===== src/rtl/react_timer.sv =====
// Reaction-time game controller: random red-screen wait, then counts ms until the key is pressed.
// Score is kept in 3-digit BCD and saturates at 999 ms.
module react_timer #(
  parameter int MS_DIV      = 50000,
  parameter int MIN_WAIT_MS = 1000,
  parameter int RAND_BITS   = 11
) (
  input  logic        clk,
  input  logic        iResetn,
  input  logic        keyPress,
  output logic [1:0]  reactScreen,
  output logic [11:0] currentScore,
  output logic        oTooSoon,
  output logic        oScoreValid
);

  localparam int PW = (MS_DIV > 2) ? $clog2(MS_DIV) : 1;

  typedef enum logic [1:0] {
    IDLE = 2'd0,
    ARM  = 2'd1,
    GO   = 2'd2,
    SHOW = 2'd3
  } state_t;

  state_t         state_reg, state_next;
  logic           key_d_reg;
  logic [PW-1:0]  presc_reg, presc_next;
  logic [11:0]    wait_reg, wait_next;
  logic [15:0]    lfsr_reg, lfsr_next;
  logic [11:0]    score_reg, score_next;
  logic           too_soon_reg, too_soon_next;
  logic           valid_reg, valid_next;

  logic           press;
  logic           counting;
  logic           tick;
  logic [11:0]    wait_load;

  function automatic logic [11:0] bcd_inc(input logic [11:0] v);
    logic [11:0] r;
    r = v;
    if (v != 12'h999) begin
      if (v[3:0] != 4'd9) begin
        r[3:0] = v[3:0] + 4'd1;
      end else begin
        r[3:0] = 4'd0;
        if (v[7:4] != 4'd9) begin
          r[7:4] = v[7:4] + 4'd1;
        end else begin
          r[7:4]  = 4'd0;
          r[11:8] = v[11:8] + 4'd1;
        end
      end
    end
    return r;
  endfunction

  assign press     = keyPress & ~key_d_reg;
  assign counting  = (state_reg == ARM) || (state_reg == GO);
  assign tick      = counting && (presc_reg == PW'(MS_DIV - 1));
  assign wait_load = 12'(MIN_WAIT_MS) + {{(12 - RAND_BITS){1'b0}}, lfsr_reg[RAND_BITS-1:0]};
  // Right-shifting Fibonacci form of x^16+x^14+x^13+x^11+1
  assign lfsr_next = {lfsr_reg[0] ^ lfsr_reg[2] ^ lfsr_reg[3] ^ lfsr_reg[5], lfsr_reg[15:1]};

  always_comb begin
    state_next    = state_reg;
    presc_next    = counting ? (tick ? '0 : presc_reg + PW'(1)) : '0;
    wait_next     = wait_reg;
    score_next    = score_reg;
    too_soon_next = too_soon_reg;
    valid_next    = 1'b0;
    case (state_reg)
      IDLE: begin
        if (press) begin
          state_next    = ARM;
          wait_next     = wait_load;
          presc_next    = '0;
          too_soon_next = 1'b0;
        end
      end
      ARM: begin
        // A press on the same edge as the final tick still counts as early
        if (press) begin
          state_next    = SHOW;
          too_soon_next = 1'b1;
          score_next    = 12'h000;
        end else if (tick) begin
          if (wait_reg <= 12'd1) begin
            state_next = GO;
            wait_next  = 12'd0;
            presc_next = '0;
            score_next = 12'h000;
          end else begin
            wait_next = wait_reg - 12'd1;
          end
        end
      end
      GO: begin
        if (press) begin
          state_next = SHOW;
          valid_next = 1'b1;
        end else if (tick) begin
          score_next = bcd_inc(score_reg);
        end
      end
      SHOW: begin
        if (press) begin
          state_next = IDLE;
        end
      end
      default: state_next = IDLE;
    endcase
  end

  always_ff @(posedge clk) begin
    if (!iResetn) begin
      state_reg    <= IDLE;
      key_d_reg    <= 1'b0;
      presc_reg    <= '0;
      wait_reg     <= 12'd0;
      lfsr_reg     <= 16'hACE1;
      score_reg    <= 12'h000;
      too_soon_reg <= 1'b0;
      valid_reg    <= 1'b0;
    end else begin
      state_reg    <= state_next;
      key_d_reg    <= keyPress;
      presc_reg    <= presc_next;
      wait_reg     <= wait_next;
      lfsr_reg     <= lfsr_next;
      score_reg    <= score_next;
      too_soon_reg <= too_soon_next;
      valid_reg    <= valid_next;
    end
  end

  assign reactScreen  = state_reg;
  assign currentScore = score_reg;
  assign oTooSoon     = too_soon_reg;
  assign oScoreValid  = valid_reg;

endmodule


===== config.mk =====
export PLATFORM = sky130hd
export DESIGN_NAME = react_timer
export DESIGN_NICKNAME = d
export VERILOG_FILES = /design/src/rtl/react_timer.sv
export SDC_FILE = /design/constraint.sdc
export NUM_CORES = 1
export LEC_CHECK = 0
export CORE_ASPECT_RATIO = 0.75
export CORE_UTILIZATION = 36
export CTS_BUF_LIST = sky130_fd_sc_hd__clkbuf_4 sky130_fd_sc_hd__clkbuf_8 sky130_fd_sc_hd__clkbuf_16
export DETAILED_ROUTE_END_ITERATION = 8
export HOLD_SLACK_MARGIN = 0.06
export MAX_ROUTING_LAYER = met4
export PLACE_DENSITY_LB_ADDON = 0.15
export SLEW_MARGIN = 5
export SYNTH_ARGS = -nofsm -noshare
export SYNTH_HDL_FRONTEND = slang
export SYNTH_SLANG_ARGS = --single-unit

===== constraint.sdc =====
create_clock -name clk -period 6.5 [get_ports clk]
set_input_delay 1.3 -clock clk [delete_from_list [all_inputs] [get_ports clk]]
set_output_delay 1.3 -clock clk [all_outputs]
set_load 0.005 [all_outputs]

Word-level counts from Yosys, hierarchy flattened --
Index checks and enable logic that the tools add are counted.
Word-level totals: output and inout bits 16, bits of input ports 3, latch bits 0, logic and storage cells 88, ROM bits 0, RAM bits 0, memories kept 0, register bits after elaboration 61
Cells by class: $add $sub $neg 6, bitwise logic cells 5, multiplexer cells 34, reductions and logical operators 12, div/mod/pow operators 0, equality and inequality tests 20, shifts and indexed selects 0, order comparisons 1, multipliers 0
Operator list (count):
- $mux 12 | 10
- $mux 16 | 6
- $pmux 12 s2 | 2
- $pmux 16 s2 | 1
- $ne 2x2->1 const B | 10
- $add 16x1->16 const B | 1
- $eq 16x16->1 const B | 1
- $add 10x11->12 const A | 1
- $add 4x1->4 const B | 3
- $le 12x1->1 const B | 1
- $mux 2 | 6
- $mux 4 | 3
- $ne 12x12->1 const B | 1
- $sub 12x1->12 const B | 1
- $mux 8 | 1
- $ne 4x4->1 const B | 2
- $pmux 2 s4 | 1
- $reduce_and 8->1 | 1
- $reduce_and 7->1 | 1
- $reduce_and 6->1 | 1
- $reduce_and 5->1 | 1
- $eq 2x2->1 const B | 2
- $reduce_and 4->1 | 1
- $reduce_bool 2->1 | 2
- 14 further kinds | 18

Logic depth before layout (Yosys ltp) --
Gate-level depths: netlist of the first run.
depth in word-level cells 9, mapped depth 10

Worst setup path before layout of the first run --
Ideal clock, no wire load.
path kind input to register, from in keyPress, to reg score_reg[6], in the netlist currentScore[6], arrival time 2622 ps, stages 6, library setup time 92 ps, slack 3785 ps, path through nor2b_1 o21ai_0 nand2_1 or3_1 buf_2 o32ai_1
On the way: cells in the longest elaborated chain, start to end 3, elaborated cells on any way between the ends 7, classes of those cells eq/ne: 3; mux: 2; bitwise: 1; reduce/logical: 1
Ends and longest elaborated chain:
- from (decl) | line 10 | input logic keyPress,
- $and 1x1->1 (*) | line 59 | assign press = keyPress & ~key_d_reg;
- $ne 3x2->1 (no line) (tied with other cells)
- $reduce_and 7->1 (no line) or $pmux 12 s2 (tied branches)
- to (signal assigned) | line 132 | score_reg <= score_next;
- to (decl) | line 31 | logic [11:0] score_reg, score_next;
Mark *: on every way between the ends. The rest lies on a longest branch, timed or not. A chain may end at the register's enable or synchronous reset.

Worst setup path after layout of the first run --
Same ends and word-level chain as after synthesis.

==> reports/metrics.cfg, run 1 <==
[final_layout]
fin_util = 0.435
area_growth_pct = 17.4
drive_gt1_frac = 0.0789
diodes = 0
fill_cells = 832
fin_nets = 392

[job]
maxCapViolations = 0

[die]
rows = 29
pin_count = 19
die_w_um = 110
dieArea_mm2 = 0.00909
die_y_um = 82.8
initial_utilization = 0.371
coreArea_mm2 = 0.00845

[sta]
rsz0062_at_grt = false
finalSetupViolations = 0
slew_headroom = 0.378
slew_viol_final = 0
skew_ns = 0.00707
fin_crit_ns = 3.16
hold_violations = 0
fin_tns_setup_ns = 0
tightest_slew_ns = 0.923
period_share = 0.487
timing.fmax_mhz = 316

[power]
ir_drop_v = 0.000147
p_leak_nw = 1.27
p_per_area_mw_per_mm2 = 398

[worst_setup_path]
critPathSlowestCell = or3_1
slowest_delay_ns = 0.46
path_class = primary input to register
required_ns = 6.73
path_cells = clkdlybuf4s50_1 > nor2b_1 > o21ai_0 > nand2_1 > or3_1 > o32ai_1
worstSetupEndpointType = register
path_max_fanout = 6
start_kind = primary input
cp.arrival_ns = 3.40

[drt]
routedWlPerCell_um = 14.4
drc = 0
postRouteAntennaNets = 0
drtPass1Iterations = 5
vias_per_cell = 5.40
drt_iter0_markers = 203
vias = 2634
drt_wl_total_um = 7040

[yosys]
seq_area_frac_synth = 0.389
async_flop_share = 0
synth_seq_cells = 61
syn_inst = 358
avgSynthCellArea_um2 = 8.76
yosysUniqueCellTypes = 56
synth_ff_type = dfxtp_1
syn-num-nets = 375
syn_area_mm2 = 0.00314
synth-edff-count = 0
yosys_warnings = 0

[clock_tree]
clk_pin_slew_ns = 0.05
post_cts_resized = 0
post-cts-setup-buffers = 0
htreeDepth = 3
cts_tree = built
cts_root_buffer = clkbuf_16
clock-sinks = 61
postCtsHoldBufs = 0
max-clock-path-buffers = 2
clk-insertion-delay-late_ns = 0.32
numCtsBuffers = 9

[placed_design]
gp_congestion = 0.787
portBuffers = 18
hpwlAfterDp_um = 4930

[grt]
grt_pass1_wl_um = 12100
antenna_found_initial = 0
grt_usage = 0.175
grt_max_degree = 35
grt_overflow = 0
grt_pass1_vias = 2410

[outcome]
status = completed

[hold_path]
hold_class = register to register

## kinds of logic after synthesis
family,after synthesis,share of synthesized area
buffers and inverters,34,0.0423
xor gates and xnor gates,20,0.0558
DFF,61,0.389
and+or+nand+nor,136,0.241
AOI/OAI and AO/OA,91,0.209
adders and majority gates,14,0.0558
muxes,2,0.00638
## per-layer routing
layer,track usage,routed length (um)
met5,-,0
met2,0.231,2830
met3,0.0424,260
met4,0.0509,57
met1,0.260,3890
## layout by cell type, fill, tap and decap left out, drive strengths merged, types with 6 or more instances in the layout
cell / netlist / layout
a21oi: 23 / 23
o32ai: 6 / 6
xnor2: 9 / 9
nor2: 26 / 26
clkbuf: 10 / 11
inv: 19 / 19
o31ai: 6 / 6
nand4: 6 / 6
nand2b: 9 / 9
dfxtp: 61 / 61
clkdlybuf4s50: 0 / 18
nand2: 25 / 25
or4: 10 / 10
ha: 14 / 14
o21ai: 19 / 19
nand3: 10 / 10
xor2: 11 / 11
nor4: 7 / 7
and2: 10 / 10
or3: 13 / 13
## power by group
group	switching, W	total (W)	leakage (nW)	internal (W)
sequential	0.0000408	0.000457	0.498	0.000416
clock	0.000164	0.000427	0.136	0.000263
combinational	0.000367	0.000581	0.635	0.000214
total	0.000572	0.00147	1.27	0.000893
## final cells by class
type,count,area (um^2),share of cell area
multi-input combinational,263,1780,0.484
sequential,61,1220,0.332
clock buffer,11,240,0.0653
timing repair buffer,21,203,0.0551
tap,108,135,0.0367
inverter,19,71.3,0.0194
clock inverter,5,27.5,0.00748
## final timing paths
path / end / slack, ns / start / cells past startpoint
hold / removal: lfsr_reg[13] / 0.41 / lfsr_reg[14] / 1
setup reg to reg: wait_reg[8] / 3.56 / reactScreen[0] / 7
setup / recovery: currentScore[6] / 3.34 / keyPress / 6
hold reg to reg: lfsr_reg[13] / 0.41 / lfsr_reg[14] / 1
## critical path, delay by kind of cell
kind            cells  cell delay [ns]
buf+inv             1             0.44
simple gates        3             0.93
compound gates      2             0.73
## metrics by stage
step | total power (W) | setup WS [ns] | instance area (um^2) | hold slack [ns] | std cells
after floorplan | 0.000886 | 3.79 | 3140 | 0.386 | 358
after global routing | 0.00157 | 3.02 | 3680 | 0.451 | 488
after detailed placement | 0.00104 | 3.03 | 3410 | 0.402 | 472
after CTS | 0.00147 | 3.33 | 3680 | 0.412 | 488
after global placement | 0.00103 | 3.06 | 3410 | 0.389 | 472
final | 0.00147 | 3.34 | 3680 | 0.409 | 488
## cell usage after synthesis (all sizes together) (2+ instances only)
| cell type | n | share of area |
|---|---|---|
| o22ai | 2 | 0.0040 |
| and3 | 3 | 0.0060 |
| nor3 | 4 | 0.0064 |
| o32ai | 6 | 0.017 |
| mux2i | 2 | 0.0064 |
| inv | 19 | 0.023 |
| nand3b | 4 | 0.0096 |
| o41ai | 4 | 0.016 |
| a31o | 2 | 0.0056 |
| buf | 5 | 0.0076 |
| o211ai | 2 | 0.0048 |
| o31ai | 6 | 0.014 |
| o21ai | 19 | 0.030 |
| dfxtp | 61 | 0.39 |
| clkbuf | 10 | 0.012 |
| nand2 | 25 | 0.030 |
| ha | 14 | 0.056 |
| nand3 | 10 | 0.016 |
| a22oi | 2 | 0.0048 |
| a221oi | 3 | 0.0084 |
| a2111oi | 3 | 0.010 |
| nor2b | 2 | 0.0040 |
| or4 | 10 | 0.025 |
| or2 | 2 | 0.0040 |
| and2 | 10 | 0.020 |
| nand4 | 6 | 0.012 |
| or3 | 13 | 0.026 |
| nand2b | 9 | 0.018 |
| xor2 | 11 | 0.031 |
| nor4 | 7 | 0.019 |
| a31oi | 3 | 0.011 |
| a21oi | 23 | 0.037 |
| xnor2 | 9 | 0.025 |
| o41a | 3 | 0.011 |
| a211oi | 4 | 0.0096 |
| nor2 | 26 | 0.031 |
(Power assumes the default switching activity.)
==> inputs of run 2 (changes only) <==
clock period = 3.05 ns   (was 6.5 ns; I/O delays follow)
==> run 2 against run 1 <==
Effect of this change: core utilization is 1.1 points higher; sequential cell count stayed put; highest routed layer unchanged; clock skew is 0.00081 ns lower; largest cell class unchanged; via count is 3.3% higher; register-to-register slack worse by 3.4 ns; critical path type is now register to register; global-route usage is 0.95 points higher; first-iteration DRC count is 6.9% lower; non-clock buffer count is 6 higher.
==> reports/metrics.cfg, run 2 (synthesis results as in run 1) <==
[placed_design]
hpwlAfterDp_um = 5260  ; was 4930 um
gp_congestion = 0.805  ; was 0.787
placed_cells_incl_taps = 478  ; was 472
portBuffers = 18  ; unchanged

[final_layout]
drive_gt1_frac = 0.0909  ; was 0.0789
diodes = 0  ; unchanged
final_cell_mix = dfxtp_1 (61), nor2_1 (26), nand2_1 (25), a21oi_1 (23)  ; unchanged
layout_commonest_cell = dfxtp_1  ; unchanged
fill_cells = 838  ; was 832
fin_nets = 398  ; was 392
final_cells = 493  ; was 488
area_growth_pct = 20.3  ; was 17.4%

[drt]
postRouteAntennaNets = 0  ; unchanged
vias_per_cell = 5.52  ; was 5.40
drt_iter0_markers = 189  ; was 203
routedWlPerCell_um = 14.9  ; was 14.4 um
drt_wl_total_um = 7360  ; was 7040 um
vias = 2722  ; was 2634
drc = 0  ; unchanged
drtPass1Iterations = 5  ; unchanged

[clock_tree]
post-cts-setup-buffers = 0  ; unchanged
cts_root_buffer = clkbuf_16  ; unchanged
postCtsHoldBufs = 0  ; unchanged
max-clock-path-buffers = 2  ; unchanged
numCtsBuffers = 9  ; unchanged
post_cts_resized = 0  ; unchanged
cts_tree = built  ; unchanged
htreeDepth = 3  ; unchanged
clk-insertion-delay-late_ns = 0.33  ; was 0.32 ns
clock-sinks = 61  ; unchanged
clk_pin_slew_ns = 0.05  ; about the same

[die]
rows = 29  ; unchanged
coreArea_mm2 = 0.00845  ; unchanged
pin_count = 19  ; unchanged
dieArea_mm2 = 0.00909  ; unchanged
die_w_um = 110  ; unchanged
die_y_um = 82.8  ; unchanged
initial_utilization = 0.371  ; unchanged

[worst_setup_path]
start_kind = register  ; was primary input
worstSetupStartpoint = reactScreen[0]  ; was keyPress
path_max_fanout = 10  ; was 6
path_cells = inv_1 > ha_1 > nand4bb_1 > or4_1 > o31a_1 > or3_1 > o32ai_1  ; was clkdlybuf4s50_1 > nor2b_1 > o21ai_0 > nand2_1 > or3_1 > o32ai_1
regToRegSetupSlack_ns = 0.19  ; was 3.56 ns
reg2reg_to = currentScore[6]  ; was wait_reg[8]
path_class = register to register  ; was primary input to register
path_buf_inv = 1  ; unchanged
worst-r2r-cell-count = 7  ; unchanged
critPathSlowestCell = or4_1  ; was or3_1
cp.arrival_ns = 3.09  ; was 3.40 ns
worstSetupEndpointType = register  ; unchanged
critPathTopFamily = simple AND/OR/NAND/NOR gates  ; unchanged
required_ns = 3.28  ; was 6.73 ns
r2r_start = reactScreen[0]  ; unchanged
slowest_delay_ns = 0.57  ; was 0.46 ns

[sta]
rsz0062_at_grt = false  ; unchanged
hold_violations = 0  ; unchanged
slew_viol_final = 0  ; unchanged
fin_crit_ns = 2.86
skew_ns = 0.00626  ; was 0.00707 ns
finalSetupViolations = 0  ; unchanged
tightest_slew_ns = 0.648  ; was 0.923 ns
slew_headroom = 0.567  ; was 0.378
timing.fmax_mhz = 350
hold_slack_ns = 0.411  ; was 0.409 ns
fin_tns_setup_ns = 0  ; unchanged
period_share = 0.938

[grt]
grt_overflow = 0  ; unchanged
antenna_found_initial = 0  ; unchanged
grt_usage = 0.185  ; was 0.175
grt_pass1_wl_um = 12600  ; was 12100 um
grt_max_degree = 17  ; was 35
grt_pass1_vias = 2483  ; was 2410

[power]
ir_drop_v = 0.000342  ; was 0.000147 V
p_per_area_mw_per_mm2 = 871  ; was 398 mW/mm^2
p_leak_nw = 1.34  ; was 1.27 nW

[job]
maxCapViolations = 0  ; unchanged

[hold_path]
worstHoldPathCells = 1  ; unchanged
hp-start = lfsr_reg[11]  ; was lfsr_reg[14]
min_to = lfsr_reg[10]  ; was lfsr_reg[13]
hold_class = register to register  ; unchanged

[outcome]
status = completed  ; unchanged

run 2: stage by stage:
step | instance area, um^2 | setup WS (ns) | total power [W] | util
final | 3770 | 0.189 | 0.00329 | 0.447
after global routing | 3770 | 0.0263 | 0.00349 | 0.447
after CTS | 3760 | 0.102 | 0.00329 | 0.445
after detailed placement | 3460 | 0.114 | 0.00224 | 0.409
after global placement | 3460 | 0.262 | 0.00223 | 0.409
after floorplan | 3140 | 0.422 | 0.00189 | -
run 2: report_power, final:
group | internal, W | total, W | switching [W]
Clock | 0.000699 | 0.00104 | 0.000337
Combinational | 0.000480 | 0.00128 | 0.000798
Sequential | 0.000887 | 0.000973 | 0.0000861
Total | 0.00207 | 0.00329 | 0.00122
run 2: cell type report:
class | count | area, um^2 | share of cell area
well taps | 108 | 135 | 0.0358
multi-input cells | 263 | 1790 | 0.475
clock buffers | 14 | 275 | 0.0729
flip-flops and latches | 61 | 1220 | 0.323
repair buffers | 27 | 248 | 0.0656
clock inverters | 1 | 30.0 | 0.00795
inverters | 19 | 71.3 | 0.0189
run 2: worst max path at each step:
stage,endpoint,slack (ns),cells after the start
floorplan,currentScore[6],0.42,10
global placement,wait_reg[8],0.26,7
detailed placement,wait_reg[8],0.11,7
CTS,wait_reg[8],0.10,7
global route,currentScore[7],0.03,7
finish,currentScore[6],0.19,7
run 2: per-layer routing:
| layer | vias up | global-route usage | wire length, um |
|---|---|---|---|
| met5 | - | - | 0 |
| met4 | 0 | 0.0739 | 136 |
| met3 | 17 | 0.0526 | 465 |
| met2 | 73 | 0.237 | 2940 |
| met1 | 1257 | 0.266 | 3810 |
| li1 | 1375 | - | - |
==> inputs of run 3 (changes only) <==
CORE_MARGIN = 1   (was unset)
SLEW_MARGIN = unset   (was 5)
==> results of run 3 <==
The final DEF is identical to that of run 2; final timing and power are the same.
